File: src/rtl/gp01_result_serializer_if.sv
// GP01 result serializer bus: capture inputs plus serial line and FIFO status.
// The slave side is the serializer; the master side is whoever drives captures
// and observes the line.
interface gp01_result_serializer_if #(
  parameter int FIFO_DEPTH = 4
);
  localparam int CW = $clog2(FIFO_DEPTH) + 1;

  logic [5:0]    i_data;
  logic          i_overflow;
  logic          i_capture;
  logic          o_tx;
  logic          o_busy;
  logic [CW-1:0] o_fifo_count;
  logic          o_fifo_full;
  logic          o_drop;

  modport master (
    output i_data,
    output i_overflow,
    output i_capture,
    input  o_tx,
    input  o_busy,
    input  o_fifo_count,
    input  o_fifo_full,
    input  o_drop
  );

  modport slave (
    input  i_data,
    input  i_overflow,
    input  i_capture,
    output o_tx,
    output o_busy,
    output o_fifo_count,
    output o_fifo_full,
    output o_drop
  );
endinterface

File: src/rtl/gp01_result_serializer.sv
// GP01 result serializer: captures {overflow, data} samples into a small FIFO
// and sends each one as a 10-bit frame (start, d0..d5, ovf, even parity, stop)
// on a single idle-high line. Frames run back-to-back while the FIFO has data.
module gp01_result_serializer #(
  parameter int CLKS_PER_BIT = 4,
  parameter int FIFO_DEPTH   = 4
) (
  input  logic                          clk,
  input  logic                          i_rst_n,
  gp01_result_serializer_if.slave       bus
);

  localparam int AW = $clog2(FIFO_DEPTH);
  localparam int CW = AW + 1;
  localparam logic [CW-1:0] DEPTH_C     = CW'(FIFO_DEPTH);
  localparam logic [7:0]    BAUD_LAST_C = 8'(CLKS_PER_BIT - 1);

  typedef enum logic [1:0] {
    S_IDLE  = 2'd0,
    S_START = 2'd1,
    S_DATA  = 2'd2,
    S_STOP  = 2'd3
  } state_e;

  // Even parity over the 7 payload bits (data plus overflow flag).
  function automatic logic parity7(input logic [6:0] payload);
    parity7 = ^payload;
  endfunction

  // Shift register image of a FIFO entry: bit 0 is sent first, parity last.
  function automatic logic [7:0] frame_payload(input logic [6:0] entry);
    frame_payload = {parity7(entry), entry};
  endfunction

  // FIFO storage and bookkeeping
  logic [6:0]    r_mem [FIFO_DEPTH];
  logic [AW-1:0] r_wr_ptr;
  logic [AW-1:0] r_rd_ptr;
  logic [CW-1:0] r_count;
  logic          r_full;
  logic          r_drop;

  // Transmitter state
  state_e        r_state;
  logic [7:0]    r_baud;
  logic [2:0]    r_bit;
  logic [7:0]    r_shift;
  logic          r_tx;
  logic          r_busy;

  // Combinational next values
  state_e        w_state_nxt;
  logic [7:0]    w_baud_nxt;
  logic [2:0]    w_bit_nxt;
  logic [7:0]    w_shift_nxt;
  logic          w_tx_nxt;
  logic          w_pop;
  logic          w_push;
  logic          w_drop;
  logic          w_empty;
  logic          w_full_now;
  logic          w_baud_end;
  logic [CW-1:0] w_count_nxt;

  assign w_empty    = (r_count == {CW{1'b0}});
  assign w_full_now = (r_count == DEPTH_C);
  assign w_baud_end = (r_baud == BAUD_LAST_C);

  // Frame sequencing: next state, baud/bit counters, shift register and pop.
  always_comb begin
    w_state_nxt = r_state;
    w_baud_nxt  = r_baud;
    w_bit_nxt   = r_bit;
    w_shift_nxt = r_shift;
    w_pop       = 1'b0;
    case (r_state)
      S_IDLE: begin
        w_baud_nxt = 8'd0;
        w_bit_nxt  = 3'd0;
        if (!w_empty) begin
          w_pop       = 1'b1;
          w_state_nxt = S_START;
          w_shift_nxt = frame_payload(r_mem[r_rd_ptr]);
        end else begin
          w_state_nxt = S_IDLE;
        end
      end
      S_START: begin
        if (w_baud_end) begin
          w_state_nxt = S_DATA;
          w_baud_nxt  = 8'd0;
          w_bit_nxt   = 3'd0;
        end else begin
          w_baud_nxt = r_baud + 8'd1;
        end
      end
      S_DATA: begin
        if (w_baud_end) begin
          w_baud_nxt = 8'd0;
          if (r_bit == 3'd7) begin
            w_state_nxt = S_STOP;
            w_bit_nxt   = 3'd0;
          end else begin
            w_bit_nxt   = r_bit + 3'd1;
            w_shift_nxt = {1'b0, r_shift[7:1]};
          end
        end else begin
          w_baud_nxt = r_baud + 8'd1;
        end
      end
      S_STOP: begin
        if (w_baud_end) begin
          w_baud_nxt = 8'd0;
          w_bit_nxt  = 3'd0;
          // Chain straight into the next start bit when more data waits.
          if (!w_empty) begin
            w_pop       = 1'b1;
            w_state_nxt = S_START;
            w_shift_nxt = frame_payload(r_mem[r_rd_ptr]);
          end else begin
            w_state_nxt = S_IDLE;
          end
        end else begin
          w_baud_nxt = r_baud + 8'd1;
        end
      end
      default: begin
        w_state_nxt = S_IDLE;
        w_baud_nxt  = 8'd0;
        w_bit_nxt   = 3'd0;
      end
    endcase
  end

  // Line level that the next state will present, so o_tx lines up with state.
  always_comb begin
    w_tx_nxt = 1'b1;
    case (w_state_nxt)
      S_START: w_tx_nxt = 1'b0;
      S_DATA:  w_tx_nxt = w_shift_nxt[0];
      default: w_tx_nxt = 1'b1;
    endcase
  end

  // FIFO push/drop decision; a pop in the same cycle frees a slot when full.
  always_comb begin
    w_push      = bus.i_capture && (!w_full_now || w_pop);
    w_drop      = bus.i_capture && w_full_now && !w_pop;
    w_count_nxt = r_count;
    case ({w_push, w_pop})
      2'b10:   w_count_nxt = r_count + {{(CW-1){1'b0}}, 1'b1};
      2'b01:   w_count_nxt = r_count - {{(CW-1){1'b0}}, 1'b1};
      default: w_count_nxt = r_count;
    endcase
  end

  // Transmitter state and registered line/busy outputs.
  always_ff @(posedge clk) begin
    if (!i_rst_n) begin
      r_state <= S_IDLE;
      r_baud  <= 8'd0;
      r_bit   <= 3'd0;
      r_shift <= 8'd0;
      r_tx    <= 1'b1;
      r_busy  <= 1'b0;
    end else begin
      r_state <= w_state_nxt;
      r_baud  <= w_baud_nxt;
      r_bit   <= w_bit_nxt;
      r_shift <= w_shift_nxt;
      r_tx    <= w_tx_nxt;
      r_busy  <= (w_state_nxt != S_IDLE);
    end
  end

  // FIFO pointers, occupancy and registered status flags.
  always_ff @(posedge clk) begin
    if (!i_rst_n) begin
      r_wr_ptr <= {AW{1'b0}};
      r_rd_ptr <= {AW{1'b0}};
      r_count  <= {CW{1'b0}};
      r_full   <= 1'b0;
      r_drop   <= 1'b0;
    end else begin
      if (w_push) begin
        r_wr_ptr <= r_wr_ptr + {{(AW-1){1'b0}}, 1'b1};
      end
      if (w_pop) begin
        r_rd_ptr <= r_rd_ptr + {{(AW-1){1'b0}}, 1'b1};
      end
      r_count <= w_count_nxt;
      r_full  <= (w_count_nxt == DEPTH_C);
      r_drop  <= w_drop;
    end
  end

  // FIFO storage write; contents are meaningless once the count is reset.
  always_ff @(posedge clk) begin
    if (i_rst_n && w_push) begin
      r_mem[r_wr_ptr] <= {bus.i_overflow, bus.i_data};
    end
  end

  assign bus.o_tx         = r_tx;
  assign bus.o_busy       = r_busy;
  assign bus.o_fifo_count = r_count;
  assign bus.o_fifo_full  = r_full;
  assign bus.o_drop       = r_drop;

endmodule
File: src/flat_wrapper.sv
// flat-port wrapper written by rule: the top's interface ports become plain ports
module gp01_result_serializer_flat 
#(
  parameter int CLKS_PER_BIT = 4,
  parameter int FIFO_DEPTH   = 4
)
  (clk, i_rst_n, bus_i_data, bus_i_overflow, bus_i_capture, bus_o_tx, bus_o_busy, bus_o_fifo_count, bus_o_fifo_full, bus_o_drop);
  gp01_result_serializer_if #(.FIFO_DEPTH(FIFO_DEPTH)) bus_i ();
  input  logic clk;
  input  logic i_rst_n;
  input wire logic [$bits(bus_i.i_data)-1:0] bus_i_data;
  input wire logic [$bits(bus_i.i_overflow)-1:0] bus_i_overflow;
  input wire logic [$bits(bus_i.i_capture)-1:0] bus_i_capture;
  output wire logic [$bits(bus_i.o_tx)-1:0] bus_o_tx;
  output wire logic [$bits(bus_i.o_busy)-1:0] bus_o_busy;
  output wire logic [$bits(bus_i.o_fifo_count)-1:0] bus_o_fifo_count;
  output wire logic [$bits(bus_i.o_fifo_full)-1:0] bus_o_fifo_full;
  output wire logic [$bits(bus_i.o_drop)-1:0] bus_o_drop;
  assign bus_i.i_data = bus_i_data;
  assign bus_i.i_overflow = bus_i_overflow;
  assign bus_i.i_capture = bus_i_capture;
  assign bus_o_tx = bus_i.o_tx;
  assign bus_o_busy = bus_i.o_busy;
  assign bus_o_fifo_count = bus_i.o_fifo_count;
  assign bus_o_fifo_full = bus_i.o_fifo_full;
  assign bus_o_drop = bus_i.o_drop;
  gp01_result_serializer #(.CLKS_PER_BIT(CLKS_PER_BIT), .FIFO_DEPTH(FIFO_DEPTH)) u_core (.clk(clk), .i_rst_n(i_rst_n), .bus(bus_i));
endmodule
File: config.mk
export PLATFORM = sky130hd
export DESIGN_NAME = gp01_result_serializer_flat
export DESIGN_NICKNAME = d
export VERILOG_FILES = /design/src/rtl/gp01_result_serializer_if.sv /design/src/rtl/gp01_result_serializer.sv /design/src/flat_wrapper.sv
export SDC_FILE = /design/constraint.sdc
export NUM_CORES = 1
export LEC_CHECK = 0
export ABC_AREA = 1
export BUFFER_PORTS_ARGS = -buffer_cell sky130_fd_sc_hd__buf_2
export CELL_PAD_IN_SITES_DETAIL_PLACEMENT = 0
export CELL_PAD_IN_SITES_GLOBAL_PLACEMENT = 1
export CORE_UTILIZATION = 46
export DETAILED_ROUTE_END_ITERATION = 10
export PLACE_DENSITY_LB_ADDON = 0.1
export SYNTH_ARGS = -nofsm -noshare
export SYNTH_HDL_FRONTEND = slang
export SYNTH_SLANG_ARGS = --single-unit
export TNS_END_PERCENT = 30
File: constraint.sdc
create_clock -name clk -period 2.47 [get_ports clk]
set_input_delay 0.1235 -clock clk [delete_from_list [all_inputs] [get_ports clk]]
set_output_delay 0.1235 -clock clk [all_outputs]
set_load 0.02 [all_outputs]
# Word-level counts from Yosys, hierarchy flattened

Memories as Yosys holds them, arrays and structs flattened. A register that Yosys moved wholly into a read port is not among the register bits.
Cells that the tools add are included.

Memory bits (writable): 28
Register bits: 32
Memories: 1
Logic and storage cells: 76
Input port bits: 10

Memories:

| name         | depth | width | rd ports | clocked after memory_dff | wr ports | RTL line                     | source |
|---|---|---|---|---|---|---|---|
| u_core.r_mem | 4     | 7     | 1        | 1                        | 1        | gp01_result_serializer.sv:36 | `logic [6:0] r_mem [FIFO_DEPTH];` |

Equality and inequality tests: 15
$add $sub $neg: 6
Muxes and demuxes: 26
Reductions and logical operators: 16

Operators by type and width:

| cell                                                                     | count |
|---|---|
| 8-bit two-way mux                                                        | 5 |
| 8-bit case mux with 3 select lines                                       | 1 |
| 8-bit case mux with 2 select lines                                       | 1 |
| 2-bit two-way mux                                                        | 6 |
| 3-bit == test (second input constant)                                    | 3 |
| 3-bit two-way mux                                                        | 3 |
| 3-bit case mux with 3 select lines                                       | 1 |
| 8-bit by 1-bit adder with 8-bit output (second input constant)           | 1 |
| 2-bit == test (second input constant)                                    | 4 |
| 8-bit by 2-bit == test with 1-bit output (second input constant)         | 1 |
| 2-bit case mux with 4 select lines                                       | 1 |
| 7-bit XOR reduction                                                      | 1 |
| 3-bit by 1-bit adder with 3-bit output (second input constant)           | 2 |
| 2-bit by 1-bit == test with 1-bit output (second input constant)         | 3 |
| 2-bit by 1-bit inequality test with 1-bit output (second input constant) | 3 |
| 3-bit case mux with 2 select lines                                       | 1 |
| 1-bit two-way mux                                                        | 5 |
| 2-bit by 1-bit adder with 2-bit output (second input constant)           | 2 |
| 1-bit logical AND                                                        | 4 |
| 1-bit case mux with 2 select lines                                       | 2 |
| 4-bit AND reduction                                                      | 1 |
| 3-bit zero test                                                          | 1 |
| 3-bit nonzero test                                                       | 1 |
| 3-bit OR reduction                                                       | 1 |
| other kinds (8)                                                          | 9 |

# Longest topological paths before layout

Gate-level depths: netlist of run 1.

Depth in word-level cells: 9
Depth in mapped cells: 15

# Worst setup path before layout of run 1

No wires, ideal clock.

Path type: register to register
From: register u_core.r_baud[0]
To: register u_core.r_count[2] (netlist: u_core.bus.o_fifo_count[2])
Arrival: 1.880 ns
Cell stages (with the launch flop): 15
Path slack: 0.479 ns
Library setup time: 0.111 ns
Cells stage by stage: dfxtp_1 ha_1 nand2_2 nor3_4 nand3_2 nand2_2 buf_6 nand3_4 fa_1 inv_1 nand2_1 nand2_1 nand3_1 nand3_2 inv_1

Word-level cells in the longest chain between the ends: 7

RTL lines:

| element                                                                   | RTL line                      | source |
|---|---|---|
| from (decl)                                                               | gp01_result_serializer.sv:45  | `logic [7:0] r_baud;` |
| from (signal assigned)                                                    | gp01_result_serializer.sv:168 | `r_baud <= w_baud_nxt;` |
| 8-bit by 2-bit == test with 1-bit output *                                | gp01_result_serializer.sv:67  | `assign w_baud_end = (r_baud == BAUD_LAST_C);` |
| 1-bit two-way mux *                                                       | gp01_result_serializer.sv:112 | `if (w_baud_end) begin` |
| 1-bit case mux with 2 select lines *                                      | gp01_result_serializer.sv:76  | `case (r_state)` |
| 1-bit logical OR                                                          | gp01_result_serializer.sv:147 | `w_push = bus.i_capture && (!w_full_now \|\| w_pop);` |
| 1-bit logical AND                                                         | gp01_result_serializer.sv:147 |  |
| 2-bit by 1-bit == test with 1-bit output or 2-bit == test (tied branches) | gp01_result_serializer.sv:150 | `case ({w_push, w_pop})` |
| 3-bit case mux with 2 select lines *                                      | gp01_result_serializer.sv:150 |  |
| to (signal assigned)                                                      | gp01_result_serializer.sv:181 | `r_count <= {CW{1'b0}};` |
| to (signal assigned)                                                      | gp01_result_serializer.sv:191 | `r_count <= w_count_nxt;` |
| to (decl)                                                                 | gp01_result_serializer.sv:39  | `logic [CW-1:0] r_count;` |

Every way passes the cells marked *; elsewhere a longest branch is shown, timed or not.
A chain may end at the register's enable or synchronous reset.

# Worst setup path in the final report of run 1

Same ends and word-level chain as after synthesis.

==> results of run 1 <==
registers in the layout, summed over array words and instances (netlist names), 2 cells and up, named ones only:
name	cells
u_core.r_bit	3
u_core.r_rd_ptr	2
u_core.r_shift	8
u_core.r_baud	8
u_core.bus.o_fifo_count	3
u_core.r_mem	28
u_core.r_wr_ptr	2
u_core.r_state	2
cell usage after synthesis (all sizes together), types with 2 or more instances:
cell type	n
a21oi	22
and2	3
buf	6
clkbuf	2
dfxtp	34
edfxtp	28
ha	12
inv	47
nand2	124
nand3	38
nor2	22
nor3	7
o21ai	15
power breakdown:
part	internal [W]	leakage, nW	switching [W]
sequential	0.00124	0.532	0.000120
combinational	0.000492	0.938	0.000973
clock	0.000487	0.0920	0.000391
cell families after synthesis:
group / count (synthesis) / synth area share, %
buffers and inverters: 55 / 8.06
and+or+nand+nor: 198 / 29.3
xor gates and xnor gates: 1 / 0.285
AOI/OAI and AO/OA: 39 / 7.25
DFF: 62 / 49.5
adders and majority gates: 13 / 5.54
critical path, stage by stage, from the launching register on:
cell and delay (ns):
dfxtp_1 0.35, ha_1 0.21, nand2_2 0.09, nor3_4 0.15
nand3_2 0.11, nand2_2 0.14, nand3_4 0.11, fa_1 0.40
nand4_1 0.11, nand2_1 0.07, nand2_1 0.06, nand2_1 0.05
nand3_2 0.07, inv_1 0.04
area by class of cell:
cell class | count | share of cell area [%]
Sequential cell | 62 | 44.2
Multi-Input combinational cell | 251 | 37.8
Inverter | 47 | 5.27
Timing Repair Buffer | 24 | 4.14
Clock buffer | 10 | 4.00
Tap cell | 77 | 2.80
Clock inverter | 6 | 1.78
metrics by stage:
step                      hold slack (ns)  util (%)  area (µm²)  std cells  power [W]
after floorplan                     0.222         -        3070        368    0.00254
after global placement              0.343      50.6        3230        460    0.00284
after detailed placement            0.349      50.6        3230        460    0.00284
after CTS                         0.00382      53.9        3440        477    0.00373
after global routing              0.00444      53.9        3440        477    0.00401
final                              0.0206      53.9        3440        477    0.00370
repair_timing:
item                                   in CTS  in global routing
setup endpoints to repair                   0                  0
hold buffers                                1                  0
endpoints found under the hold margin       4                  0
worst min-delay path by stage:
| stage | from | to | slack [ns] | depth (start not counted) |
|---|---|---|---|---|
| floorplan | bus_i_data[0] | u_core.r_mem[0][0]$_DFFE_PP_ | 0.22 | 0 |
| global placement | bus_i_data[0] | u_core.r_mem[0][0]$_DFFE_PP_ | 0.34 | 1 |
| detailed placement | bus_i_data[0] | u_core.r_mem[1][0]$_DFFE_PP_ | 0.35 | 1 |
| CTS | bus_i_data[1] | u_core.r_mem[1][1]$_DFFE_PP_ | 0.004 | 1 |
| global route | bus_i_data[1] | u_core.r_mem[1][1]$_DFFE_PP_ | 0.004 | 1 |
| finish | bus_i_data[1] | u_core.r_mem[1][1]$_DFFE_PP_ | 0.02 | 1 |
metal layers:
layer  vias to the layer above  GRT usage (%)
met5                         -              0
li1                       1233              -
met3                         5           4.35
met2                        26           29.0
met4                         0           8.32
met1                      1089           26.5
==> results.toml, run 1 <==
[drt]
drt-initial-drc-count = 106
drt_wl_total_mm = 5.96
wl_per_cell_um = 12.5
met2_length_mm = 2.65
drtAntennaViolNets = 0
dr_wl_met3_um = 186
drc = 0
m1WireLength_mm = 3.07
via_per_inst = 4.93
first_pass_iters = 4
vias = 2353
top_layer = "met4"

[floorplanning]
die-width_um = 83.7
die_h_um = 83.7
die-area_um2 = 7010
core-area_um2 = 6390
start_util_pct = 48.1
boundaryPins = 17
rows = 29

[synth]
syn_avg_cell_area_um2 = 8.35
synth_edf_count = 28
synth_area_leaders = "edfxtp_1, dfxtp_1, nand2_1, nand3_1, ha_1"
synth_top_cell_area_share_pct = 27.4
synth_cells = 368
synth_nets = 391
async_flop_share_pct = 0
ys_seq_area_share_pct = 49.5
yosys.area.top_type = "edfxtp_1"
synth_flop_cell = "dfxtp_1"
yosys_register_bits = 62
synth_area_um2 = 3070
ys_warn_count = 0
synth_cell_types = 36

[timing]
final-setup-viol-count = 0
slew_violations = 0
skew_ns = 0.00722
post-route-period-util_pct = 83.7
grt_setup_unrepaired = "no"
finalSetupTns_ns = 0
post-route-min-period_ns = 2.07
slew_headroom_pct = 61.1
layout_setup_ws_ns = 0.401
max_freq_ghz = 0.483
hold_violations = 0
worstMarginPinSlew_ns = 0.583

[global_routing]
grt_remaining_overflow = 0
grt_use_total_pct = 19.2
grt_max_degree = 16
grt_pass1_vias = 2197
antenna_found_initial = 0
grt_pass1_wl_mm = 10.4

[worst_hold_path]
hp-class = "in2reg"

[clock_tree]
cts_num_sinks = 62
cts_tree = "built"
cts_root_buf = "clkbuf_8"
cts_max_path_buffers = 2
cts_made_buffers = 9
clk_pin_slew_ns = 0.07
cts_max_level = 3
insertion_delay_ns = 0.33
post-cts-setup-buffer-count = 0
cts_resized = 0

[power]
powerDensity_nw_per_um2 = 1070
p_leak_nw = 1.56
vdd_drop_max_mv = 0.588

[setup_path]
r2r_slack_ns = 0.40
rr_worst_depth = 13
worstPathRequired_ns = 2.70
path_max_fanout = 4
critPathLaunch = "u_core.r_baud[0]$_SDFF_PP0_"
cp-start-kind = "flip-flop"
cp-end-kind = "flip-flop"
worst-setup-path-type = "reg2reg"
cp.arrival_ns = 2.30
endpoint = "u_core.bus.o_fifo_count[2]$_SDFF_PN0_"
r2r-start = "u_core.r_baud[0]$_SDFF_PP0_"
rr_endpoint = "u_core.bus.o_fifo_count[2]$_SDFF_PN0_"

[layout]
multi_input_area_um2 = 1300
mostFrequentLayoutCell = "nand2_1"
fill_cells = 628
layout-drive-gt1-share_pct = 16.8
syn_to_final_growth_pct = 12.1
fin_nets = 418
diodes = 0
layout_common_cells = "nand2_1, inv_1, nand3_1"
seqCellArea_um2 = 1520

[run]
drv_cap = 0

[outcome]
status = "finished clean"

[place]
dpl.hpwl_mm = 4.40
port_buffers = 16
place_congestion = 0.767
pre_cts_ws_ns = 0.386
No activity file was read; power rests on OpenSTA's default activity.
==> run 2, diff against run 1 <==
==> constraint.sdc (replaced) <==
create_clock -name clk -period 2.17 [get_ports clk]
set_input_delay 0.1085 -clock clk [delete_from_list [all_inputs] [get_ports clk]]
set_output_delay 0.1085 -clock clk [all_outputs]
set_load 0.02 [all_outputs]
==> run 2 against run 1 <==
Wire length grew 1.2%. Die area is the same. Sequential power grew 12%. Count of clock-buffer cells in the layout shrank 1. Sequential cell count is the same. Power grew 18%. Global-route usage grew 0.44 points.
==> results.toml, run 2 (same netlist as run 1, synthesis figures left out) <==
[outcome]
status = "finished clean"

[clock_tree]
post-cts-setup-buffer-count = 0
cts_max_path_buffers = 2
insertion_delay_ns = 0.34
cts_num_sinks = 62
cts_max_level = 3
cts_root_buf = "clkbuf_8"
cts_tree = "built"
cts_made_buffers = 9
clk_pin_slew_ns = 0.07

[worst_hold_path]
hold_end = "u_core.r_mem[1][5]$_DFFE_PP_"
worstHoldStart = "bus_i_data[5]"
hp-class = "in2reg"
holdPathStages = 1

[timing]
slew_headroom_pct = 72.1
skew_ns = 0.0110
hold_violations = 0
final-setup-viol-count = 0
slew_violations = 0
finalSetupTns_ns = 0
post-route-period-util_pct = 91.9
max_freq_ghz = 0.502
post-route-min-period_ns = 1.99
hold_ws_ns = 0.0543
grt_setup_unrepaired = "no"
worstMarginPinSlew_ns = 0.418

[setup_path]
cp_top_family = "simple AND/OR/NAND/NOR gates"
r2r_slack_ns = 0.18
critPathLaunch = "u_core.r_baud[0]$_SDFF_PP0_"
worstPathRequired_ns = 2.46
cp.arrival_ns = 2.28
cp-start-kind = "flip-flop"
path_max_fanout = 4
worst_path_max_delay_cell = "fa_1"
crit_top_cell = "nand2_1"
cp-end-kind = "flip-flop"
r2r-start = "u_core.r_baud[0]$_SDFF_PP0_"
rr_endpoint = "u_core.bus.o_fifo_full$_SDFF_PN0_"
worstPathCellList = "ha_2 -> nand2_2 -> nor3_4 -> nand3_2 -> nand2_4 -> nand3_4 -> fa_1 -> inv_1 -> nand2_1 -> nand2_1 -> nand2_1 -> nand2_1 -> nand3_2 -> nor2_2"
cp_slowest_stage_delay_ns = 0.39
path_buf_inv = 1
rr_worst_depth = 14
worst-setup-path-type = "reg2reg"

[layout]
mostFrequentLayoutCell = "nand2_1"
reg_top3 = "u_core.r_mem x28, u_core.r_baud x8, u_core.r_shift x8"
fill_cells = 584
fin_nets = 424
top_register = "u_core.r_mem"
syn_to_final_growth_pct = 15.2
diodes = 0
layout-drive-gt1-share_pct = 17.5
layout_common_cells = "nand2_1, inv_1, nand3_1"
largest_register_ffs = 28

[drt]
first_pass_iters = 5
wl_per_cell_um = 12.5
via_per_inst = 4.85
drt_wl_total_mm = 6.03
vias = 2342
drc = 0
drtAntennaViolNets = 0
drt-initial-drc-count = 139

[place]
port_buffers = 16
place_congestion = 0.788
dpl.hpwl_mm = 4.44

[global_routing]
grt_max_degree = 17
grt_pass1_vias = 2298
grt_use_total_pct = 19.6
antenna_found_initial = 0
grt_pass1_wl_mm = 10.6
grt_remaining_overflow = 0

[power]
vdd_drop_max_mv = 0.677
powerDensity_nw_per_um2 = 1230
p_leak_nw = 1.60
power_w = 0.00435

[floorplanning]
die-width_um = 83.7
die-area_um2 = 7010
boundaryPins = 17
rows = 29
die_h_um = 83.7
start_util_pct = 48.1
core-area_um2 = 6390

[run]
drv_cap = 0
-- run 2: cell type report --
| cell class | instances | area [µm²] | share of cell area, % |
|---|---|---|---|
| clock inverter | 7 | 103 | 2.90 |
| timing repair buffer | 30 | 200 | 5.66 |
| inverter | 47 | 181 | 5.13 |
| multi-input combinational | 251 | 1310 | 37.0 |
| tap | 77 | 96.3 | 2.72 |
| clock buffer | 9 | 124 | 3.50 |
| sequential | 62 | 1520 | 43.0 |
-- run 2: how the worst max path moves through the flow --
stage / endpoint / cells after the start / slack (ns)
3_3_place_gp: u_core.bus.o_fifo_count[2]$_SDFF_PN0_ / 13 / 0.17
2_1_floorplan: u_core.bus.o_fifo_count[2]$_SDFF_PN0_ / 14 / 0.18
5_1_grt: u_core.bus.o_fifo_full$_SDFF_PN0_ / 14 / 0.004
4_1_cts: u_core.bus.o_fifo_full$_SDFF_PN0_ / 14 / 0.1
6_report: u_core.bus.o_fifo_full$_SDFF_PN0_ / 14 / 0.18
3_5_place_dp: u_core.bus.o_fifo_full$_SDFF_PN0_ / 14 / 0.11
-- run 2: power by group --
group / switching [W] / internal [W] / total [W]
Clock: 0.000491 / 0.000660 / 0.00115
Combinational: 0.00111 / 0.000570 / 0.00168
Sequential: 0.000106 / 0.00141 / 0.00152
-- run 2: through the flow --
step	setup WS [ns]	instance area, µm²	std cells	util, %
2_1_floorplan	0.179	3070	368	-
3_3_place_gp	0.174	3240	461	50.8
3_5_place_dp	0.106	3240	461	50.8
4_1_cts	0.0966	3510	481	54.9
5_1_grt	0.00388	3540	483	55.4
6_report	0.176	3540	483	55.4
-- run 2: per-layer routing --
| metal | share of wire [%] | up-vias | GRT usage [%] |
|---|---|---|---|
| li1 | - | 1253 | - |
| met1 | 52 | 1044 | 27.2 |
| met2 | 43 | 36 | 29.1 |
| met3 | 3.1 | 9 | 4.15 |
| met4 | 2.1 | 0 | 9.71 |
| met5 | 0 | - | 0 |
-- run 2: timing repair --
action / 4_1_cts / 5_1_grt
hold endpoints to repair: 16 / 4
resized for setup: 0 / 3
setup endpoints to repair: 0 / 15
hold buffers: 4 / 2
